==> config.mk <==
export PLATFORM = sky130hd
export DESIGN_NAME = alu_uart_if
export DESIGN_NICKNAME = d
export VERILOG_FILES = /design/src/rtl/alu_pkg.sv /design/src/rtl/alu_uart_if_if.sv /design/src/rtl/alu_uart_if_core.sv /design/src/rtl/byte_timer.sv /design/src/rtl/alu_uart_if.sv
export SDC_FILE = /design/constraint.sdc
export NUM_CORES = 1
export LEC_CHECK = 0
export BUFFER_PORTS_ARGS = -buffer_cell sky130_fd_sc_hd__buf_2
export CORE_MARGIN = 2
export CORE_UTILIZATION = 52
export CTS_CLUSTER_DIAMETER = 40
export DETAILED_ROUTE_END_ITERATION = 7
export GPL_TIMING_DRIVEN = 0
export PLACE_DENSITY_LB_ADDON = 0.25
export SYNTH_ARGS = -nofsm -noshare
export SYNTH_HDL_FRONTEND = slang
export SYNTH_SLANG_ARGS = --single-unit
==> constraint.sdc <==
create_clock -name clk -period 1.8 [get_ports clk]
set_input_delay 0.09 -clock clk [delete_from_list [all_inputs] [get_ports clk]]
set_output_delay 0.09 -clock clk [all_outputs]
set_load 0.02 [all_outputs]
==> src/rtl/alu_pkg.sv <==
// Shared types and constants for the UART-fed ALU front end.
// The inter-byte timeout is enabled by defining ALU_UART_IF_TIMEOUT_EN.
package alu_pkg;

  localparam int DEFAULT_BUS_WIDTH      = 16;
  localparam int DEFAULT_OP_WIDTH       = 6;
  localparam int DEFAULT_TIMEOUT_CYCLES = 1_000_000;

  typedef enum logic [2:0] {
    RX_A,
    RX_B,
    RX_OP,
    LATCH,
    TX_SEND,
    TX_WAIT
  } state_t;

  localparam logic [5:0] OP_ADD = 6'b100000;
  localparam logic [5:0] OP_SUB = 6'b100010;
  localparam logic [5:0] OP_AND = 6'b100100;
  localparam logic [5:0] OP_OR  = 6'b100101;
  localparam logic [5:0] OP_XOR = 6'b100110;
  localparam logic [5:0] OP_SRA = 6'b000011;
  localparam logic [5:0] OP_SRL = 6'b000010;
  localparam logic [5:0] OP_NOR = 6'b100111;

  // A counter over n lanes still needs one bit when n == 1.
  function automatic int cnt_width(input int n);
    return (n > 1) ? $clog2(n) : 1;
  endfunction

endpackage

==> src/rtl/alu_uart_if_if.sv <==
// Bundle of the UART-side and ALU-side signals of the ALU front end.
// master = the UART/ALU environment, slave = the frame sequencer.
interface alu_uart_bus import alu_pkg::*; #(
  parameter int BUS_WIDTH = DEFAULT_BUS_WIDTH,
  parameter int OP_WIDTH  = DEFAULT_OP_WIDTH
);
  logic [7:0]           rx_data;
  logic                 rx_done;
  logic [BUS_WIDTH-1:0] alu_result;
  logic                 tx_done;
  logic [BUS_WIDTH-1:0] data_a;
  logic [BUS_WIDTH-1:0] data_b;
  logic [OP_WIDTH-1:0]  opcode;
  logic [7:0]           tx_data;
  logic                 tx_start;
  logic                 busy;

  modport master (
    output rx_data, rx_done, alu_result, tx_done,
    input  data_a, data_b, opcode, tx_data, tx_start, busy
  );

  modport slave (
    input  rx_data, rx_done, alu_result, tx_done,
    output data_a, data_b, opcode, tx_data, tx_start, busy
  );
endinterface

==> src/rtl/alu_uart_if_core.sv <==
// Frame sequencer: gathers A, B and opcode bytes, latches the ALU result and
// streams it out LSB first. Optional inter-byte timeout under ALU_UART_IF_TIMEOUT_EN.
module alu_uart_if_core import alu_pkg::*; #(
  parameter int BUS_WIDTH      = DEFAULT_BUS_WIDTH,
  parameter int OP_WIDTH       = DEFAULT_OP_WIDTH,
  parameter int TIMEOUT_CYCLES = DEFAULT_TIMEOUT_CYCLES
) (
  input logic        clk,
  input logic        rst_n,
  alu_uart_bus.slave bus
);
  localparam int            NBYTES = BUS_WIDTH / 8;
  localparam int            CW     = cnt_width(NBYTES);
  localparam logic [CW-1:0] LAST   = CW'(NBYTES - 1);

  if ((BUS_WIDTH % 8) != 0 || OP_WIDTH > 8 || TIMEOUT_CYCLES < 2) begin : g_bad_cfg
    $error("alu_uart_if_core: unsupported BUS_WIDTH/OP_WIDTH/TIMEOUT_CYCLES");
  end

  state_t               state, state_nxt;
  logic [CW-1:0]        byte_cnt;
  logic [CW-1:0]        cnt_inc;
  logic [BUS_WIDTH-1:0] data_a, data_b, result;
  logic [OP_WIDTH-1:0]  opcode;
  logic [7:0]           tx_data;
  logic                 rx_phase, rx_accept, last_byte, timed_out;

  assign rx_phase  = (state == RX_A) || (state == RX_B) || (state == RX_OP);
  assign rx_accept = bus.rx_done && rx_phase;
  assign last_byte = (byte_cnt == LAST);
  assign cnt_inc   = byte_cnt + 1'b1;

`ifdef ALU_UART_IF_TIMEOUT_EN
  logic timer_en;

  // Only a frame that has actually started can time out.
  assign timer_en = rx_phase && ((state != RX_A) || (byte_cnt != '0));

  byte_timer #(.TIMEOUT_CYCLES(TIMEOUT_CYCLES)) u_byte_timer (
    .clk     (clk),
    .rst_n   (rst_n),
    .kick    (rx_accept),
    .enable  (timer_en),
    .expired (timed_out)
  );
`else
  assign timed_out = 1'b0;
`endif

  // NOTE: sequential state is written with <= so every flop samples pre-edge values.
  always_ff @(posedge clk or negedge rst_n) begin
    if (!rst_n) state <= RX_A;
    else        state <= state_nxt;
  end

  // NOTE: state_nxt gets a default before the case, so no path leaves it unassigned (no latch).
  always_comb begin
    state_nxt = state;
    case (state)
      RX_A:    if (rx_accept && last_byte) state_nxt = RX_B;
      RX_B:    if (rx_accept && last_byte) state_nxt = RX_OP;
      RX_OP:   if (rx_accept)              state_nxt = LATCH;
      LATCH:                               state_nxt = TX_SEND;
      TX_SEND:                             state_nxt = TX_WAIT;
      TX_WAIT: if (bus.tx_done)            state_nxt = last_byte ? RX_A : TX_SEND;
      default:                             state_nxt = RX_A;
    endcase
    if (timed_out) state_nxt = RX_A;
  end

  // NOTE: every data register is reset, so a frame cut by reset leaves no stale bytes behind.
  always_ff @(posedge clk or negedge rst_n) begin
    if (!rst_n) begin
      byte_cnt <= '0;
      data_a   <= '0;
      data_b   <= '0;
      opcode   <= '0;
      result   <= '0;
      tx_data  <= '0;
    end else if (timed_out) begin
      byte_cnt <= '0;
    end else begin
      case (state)
        RX_A, RX_B: begin
          if (rx_accept) begin
            for (int i = 0; i < NBYTES; i++) begin
              if (byte_cnt == CW'(i)) begin
                if (state == RX_A) data_a[8*i +: 8] <= bus.rx_data;
                else               data_b[8*i +: 8] <= bus.rx_data;
              end
            end
            byte_cnt <= last_byte ? '0 : cnt_inc;
          end
        end
        RX_OP: if (rx_accept) opcode <= bus.rx_data[OP_WIDTH-1:0];
        LATCH: begin
          result   <= bus.alu_result;
          tx_data  <= bus.alu_result[7:0];
          byte_cnt <= '0;
        end
        TX_WAIT: begin
          if (bus.tx_done) begin
            if (last_byte) begin
              byte_cnt <= '0;
            end else begin
              // Pre-load the next lane so TX_SEND presents it immediately.
              for (int i = 0; i < NBYTES; i++) begin
                if (cnt_inc == CW'(i)) tx_data <= result[8*i +: 8];
              end
              byte_cnt <= cnt_inc;
            end
          end
        end
        default: ;
      endcase
    end
  end

  assign bus.data_a   = data_a;
  assign bus.data_b   = data_b;
  assign bus.opcode   = opcode;
  assign bus.tx_data  = tx_data;
  assign bus.tx_start = (state == TX_SEND);
  assign bus.busy     = (state == LATCH) || (state == TX_SEND) || (state == TX_WAIT);
endmodule

==> src/rtl/byte_timer.sv <==
// Inter-byte watchdog: expires after TIMEOUT_CYCLES enabled cycles without a kick.
// Only built when ALU_UART_IF_TIMEOUT_EN is defined.
`ifdef ALU_UART_IF_TIMEOUT_EN
module byte_timer #(
  parameter int TIMEOUT_CYCLES = 1_000_000
) (
  input  logic clk,
  input  logic rst_n,
  input  logic kick,
  input  logic enable,
  output logic expired
);
  localparam int CW = $clog2(TIMEOUT_CYCLES);

  logic [CW-1:0] count;

  always_ff @(posedge clk or negedge rst_n) begin
    if (!rst_n)               count <= '0;
    else if (kick || !enable) count <= '0;
    else if (!expired)        count <= count + 1'b1;
  end

  // Fires on the TIMEOUT_CYCLES-th idle cycle since the last kick.
  assign expired = enable && !kick && (count == CW'(TIMEOUT_CYCLES - 1));
endmodule
`endif

==> src/rtl/alu_uart_if.sv <==
// Top level of the UART-to-ALU bridge; flat ports are bundled onto an
// alu_uart_bus for the sequencer. Optional timeout: ALU_UART_IF_TIMEOUT_EN.
module alu_uart_if import alu_pkg::*; #(
  parameter int BUS_WIDTH      = DEFAULT_BUS_WIDTH,
  parameter int OP_WIDTH       = DEFAULT_OP_WIDTH,
  parameter int TIMEOUT_CYCLES = DEFAULT_TIMEOUT_CYCLES
) (
  input  logic                 clk,
  input  logic                 reset,
  input  logic [7:0]           i_rx_data,
  input  logic                 i_rx_done,
  input  logic [BUS_WIDTH-1:0] i_alu_result,
  input  logic                 i_tx_done,
  output logic [BUS_WIDTH-1:0] o_data_a,
  output logic [BUS_WIDTH-1:0] o_data_b,
  output logic [OP_WIDTH-1:0]  o_opcode,
  output logic [7:0]           o_tx_data,
  output logic                 o_tx_start,
  output logic                 o_busy
);
  alu_uart_bus #(.BUS_WIDTH(BUS_WIDTH), .OP_WIDTH(OP_WIDTH)) bus ();

  assign bus.rx_data    = i_rx_data;
  assign bus.rx_done    = i_rx_done;
  assign bus.alu_result = i_alu_result;
  assign bus.tx_done    = i_tx_done;

  assign o_data_a   = bus.data_a;
  assign o_data_b   = bus.data_b;
  assign o_opcode   = bus.opcode;
  assign o_tx_data  = bus.tx_data;
  assign o_tx_start = bus.tx_start;
  assign o_busy     = bus.busy;

  alu_uart_if_core #(
    .BUS_WIDTH      (BUS_WIDTH),
    .OP_WIDTH       (OP_WIDTH),
    .TIMEOUT_CYCLES (TIMEOUT_CYCLES)
  ) u_core (
    .clk   (clk),
    .rst_n (reset),
    .bus   (bus.slave)
  );
endmodule

==> results.md <==
* Outcome: complete, no violations
* Initial Utilization at 53.23%
* Vias/cell at 5.061
* Residual DRC count at 0
* Commonest non-fill, non-tap cell in the layout: buf_2
* Ant diodes at 0
* Min-Delay Path Class: in -> reg
* Critical Path Sink Type: flip-flop
* Final Hold Slack at 17.40 ps
* Multi-input gate area at 1161 sq um
* CP arrival at 1920 ps
* Initial antenna violation count at 0
* I/O pins at 76
* Startpoint Class: flip-flop
* Top_reg_cell synth: dfrtp_1
* Die W at 78.62 microns
* RSZ-0062 raised after global routing: no
* Chip Height at 78.62 microns
* Mean Syn Cell Area at 15.40 sq um
* Count of pins over their slew limit at 0
* Async S/R FF share, synth at 100.0%
* Synth unique cells at 31
* Antenna-violating nets left at 0
* GRT Total Usage at 20.17%
* Post-Syn Area at 2895 sq um
* Gate count after technology mapping at 188
* Post-synth EDFFs at 0
* Fmax at 587.1 MHz
* Fin nets at 312
* DR vias at 1827
* Register Area at 1652 sq um
* Crit Path Max Fanout at 10
* Hpwl dp at 3804 microns
* CP required at 2010 ps
* GP Congestion at 0.7408
* IO buf count at 74
* Mean routed wirelength per cell at 15.32 microns
* Clock transition at the registers of the reported paths at 70 ps
* Number of synthesized register bits at 66
* Yosys warns at 0
* Fin Clk Skew at 10.07 ps
* Tcrit/Tclk final at 94.63%
* Core ar. at 5439 sq um
* Setup bufs post-CTS at 0
* CTS H-tree depth at 3
* Least-Margin Pin Slew at 815.3 ps
* Max-cap violation count at 0
* Setup TNS Final at 0 ps
* Clk_lat worst skew at 330 ps
* Syn Nets at 216
* CTS root buf: clkbuf_8
* Post-layout util at 67.54%
* WL final at 5529 microns
* Largest net degree at the start of global routing at 67
* Die area at 6180 sq um
* First-pass GRT wire length at 9404 microns
* DRT Pass-1 Iters at 4
* Clock tree buffer depth at 2
* Vias in the first global route at 1870
* FILL cells at 414
* Row cnt at 27
* Part of the Yosys area used for sequential elements at 57.04%
* Setup CP Type: reg -> reg
* TritonCTS clock tree: yes
* Final setup vio count at 0
* 1st-iter DRT viols at 65
* Syn-to-layout area delta at 26.88%
* Grt ovf at 0
* Cts bufs inserted at 9
* Share of layout cells above drive strength 1 at 62.63%
* Clock sink total at 66
* Commonest cells after routing, fill and taps aside: buf_2 (75), dfrtp_1 (66), mux2_2 (62)
* Hold Fails Final Rpt at 0
* Max-slew headroom at 45.65%
* Min Tclk post-route at 1703 ps
* P per Cell Area at 1860 nW/um^2
* Leak pwr at 1.774 nW
* Peak supply drop at 0.8847 mV
synth_stat cells (2+ instances only):
| library cell | n | share of area [%] |
|---|---|---|
| o21ai_0 | 3 | 0.52 |
| buf_4 | 3 | 0.78 |
| mux2_4 | 16 | 8.3 |
| buf_2 | 4 | 0.69 |
| mux2_2 | 62 | 24 |
| and3b_1 | 2 | 0.61 |
| or3_1 | 2 | 0.43 |
| dfrtp_1 | 66 | 57 |
| buf_6 | 3 | 1.2 |
| nor2_1 | 4 | 0.52 |
| and3_1 | 2 | 0.43 |
| clkbuf_1 | 2 | 0.26 |
worst paths after layout:
path                       slack [ps]            startpoint  cells after the start                     to
max                               100       u_core.state[2]                      5   u_core.bus.data_a[7]
min                                20       i_alu_result[3]                      2       u_core.result[3]
max reg2reg                       100       u_core.state[2]                      5   u_core.bus.data_a[7]
min reg2reg                       500  u_core.bus.data_b[5]                      1   u_core.bus.data_b[5]
max in group asynchronous         870                 reset                      2  u_core.bus.data_b[14]
min in group asynchronous         390                 reset                      2  u_core.bus.tx_data[6]
final cells by class:
| cell class | count | share of cell area (%) |
|---|---|---|
| flip-flops and latches | 66 | 44.96 |
| multi-input cells | 109 | 31.61 |
| repair buffers | 85 | 13.15 |
| clock buffers | 11 | 3.849 |
| well taps | 72 | 2.452 |
| plain buffers | 12 | 2.418 |
| clock inverters | 5 | 1.465 |
| inverters | 1 | 0.1022 |
worst max-delay path, cell delays in order, from the launching register on:
cell	delay [ps]
dfrtp_1	380
buf_4	170
nor2_1	280
and4bb_2	280
buf_6	150
mux2_2	340
cells by family after synthesis:
logic type,synth area share [%]
multiplexers,32.76
flip-flops,57.04
AND/OR/NAND/NOR,5.142
buffers and inverters,3.025
AO/OA/AOI/OAI,2.031
layer usage:
metal  share of wire [%]  GRT usage (%)
met1                  47          27.44
met2                  48          31.79
met3                 3.9          4.598
met4                0.96          7.368
met5                   0              0
per-stage QoR:
stage	std cells	setup WS, ps	power, mW	area [sq um]
4_1_cts	359	64.84	6.899	3646
3_3_place_gp	334	151.6	5.555	3356
3_5_place_dp	334	91.43	5.662	3358
6_report	361	96.60	6.833	3674
2_1_floorplan	188	253.7	4.736	2895
5_1_grt	361	11.76	7.278	3674
what timing repair did:
action / in CTS / in global routing
resized for setup: 1 / 2
endpoints found under the hold margin: 74 / 2
setup endpoints to repair: 1 / 1
hold buffers: 9 / 2
flip-flops by register name, indices dropped and copies added (netlist names):
signal	flops
u_core.bus.data_a	16
u_core.bus.data_b	16
u_core.bus.opcode	6
u_core.bus.tx_data	8
u_core.byte_cnt	1
u_core.result	16
u_core.state	3
where the power goes:
| part | total, mW | internal (mW) | switching [mW] | leakage (nW) |
|---|---|---|---|---|
| registers | 2.59 | 2.23 | 0.358 | 0.787 |
| logic | 3.04 | 1.48 | 1.55 | 0.884 |
| clock network | 1.21 | 0.673 | 0.532 | 0.103 |
| total | 6.83 | 4.39 | 2.44 | 1.77 |
Power figures use the tool's default switching activity.
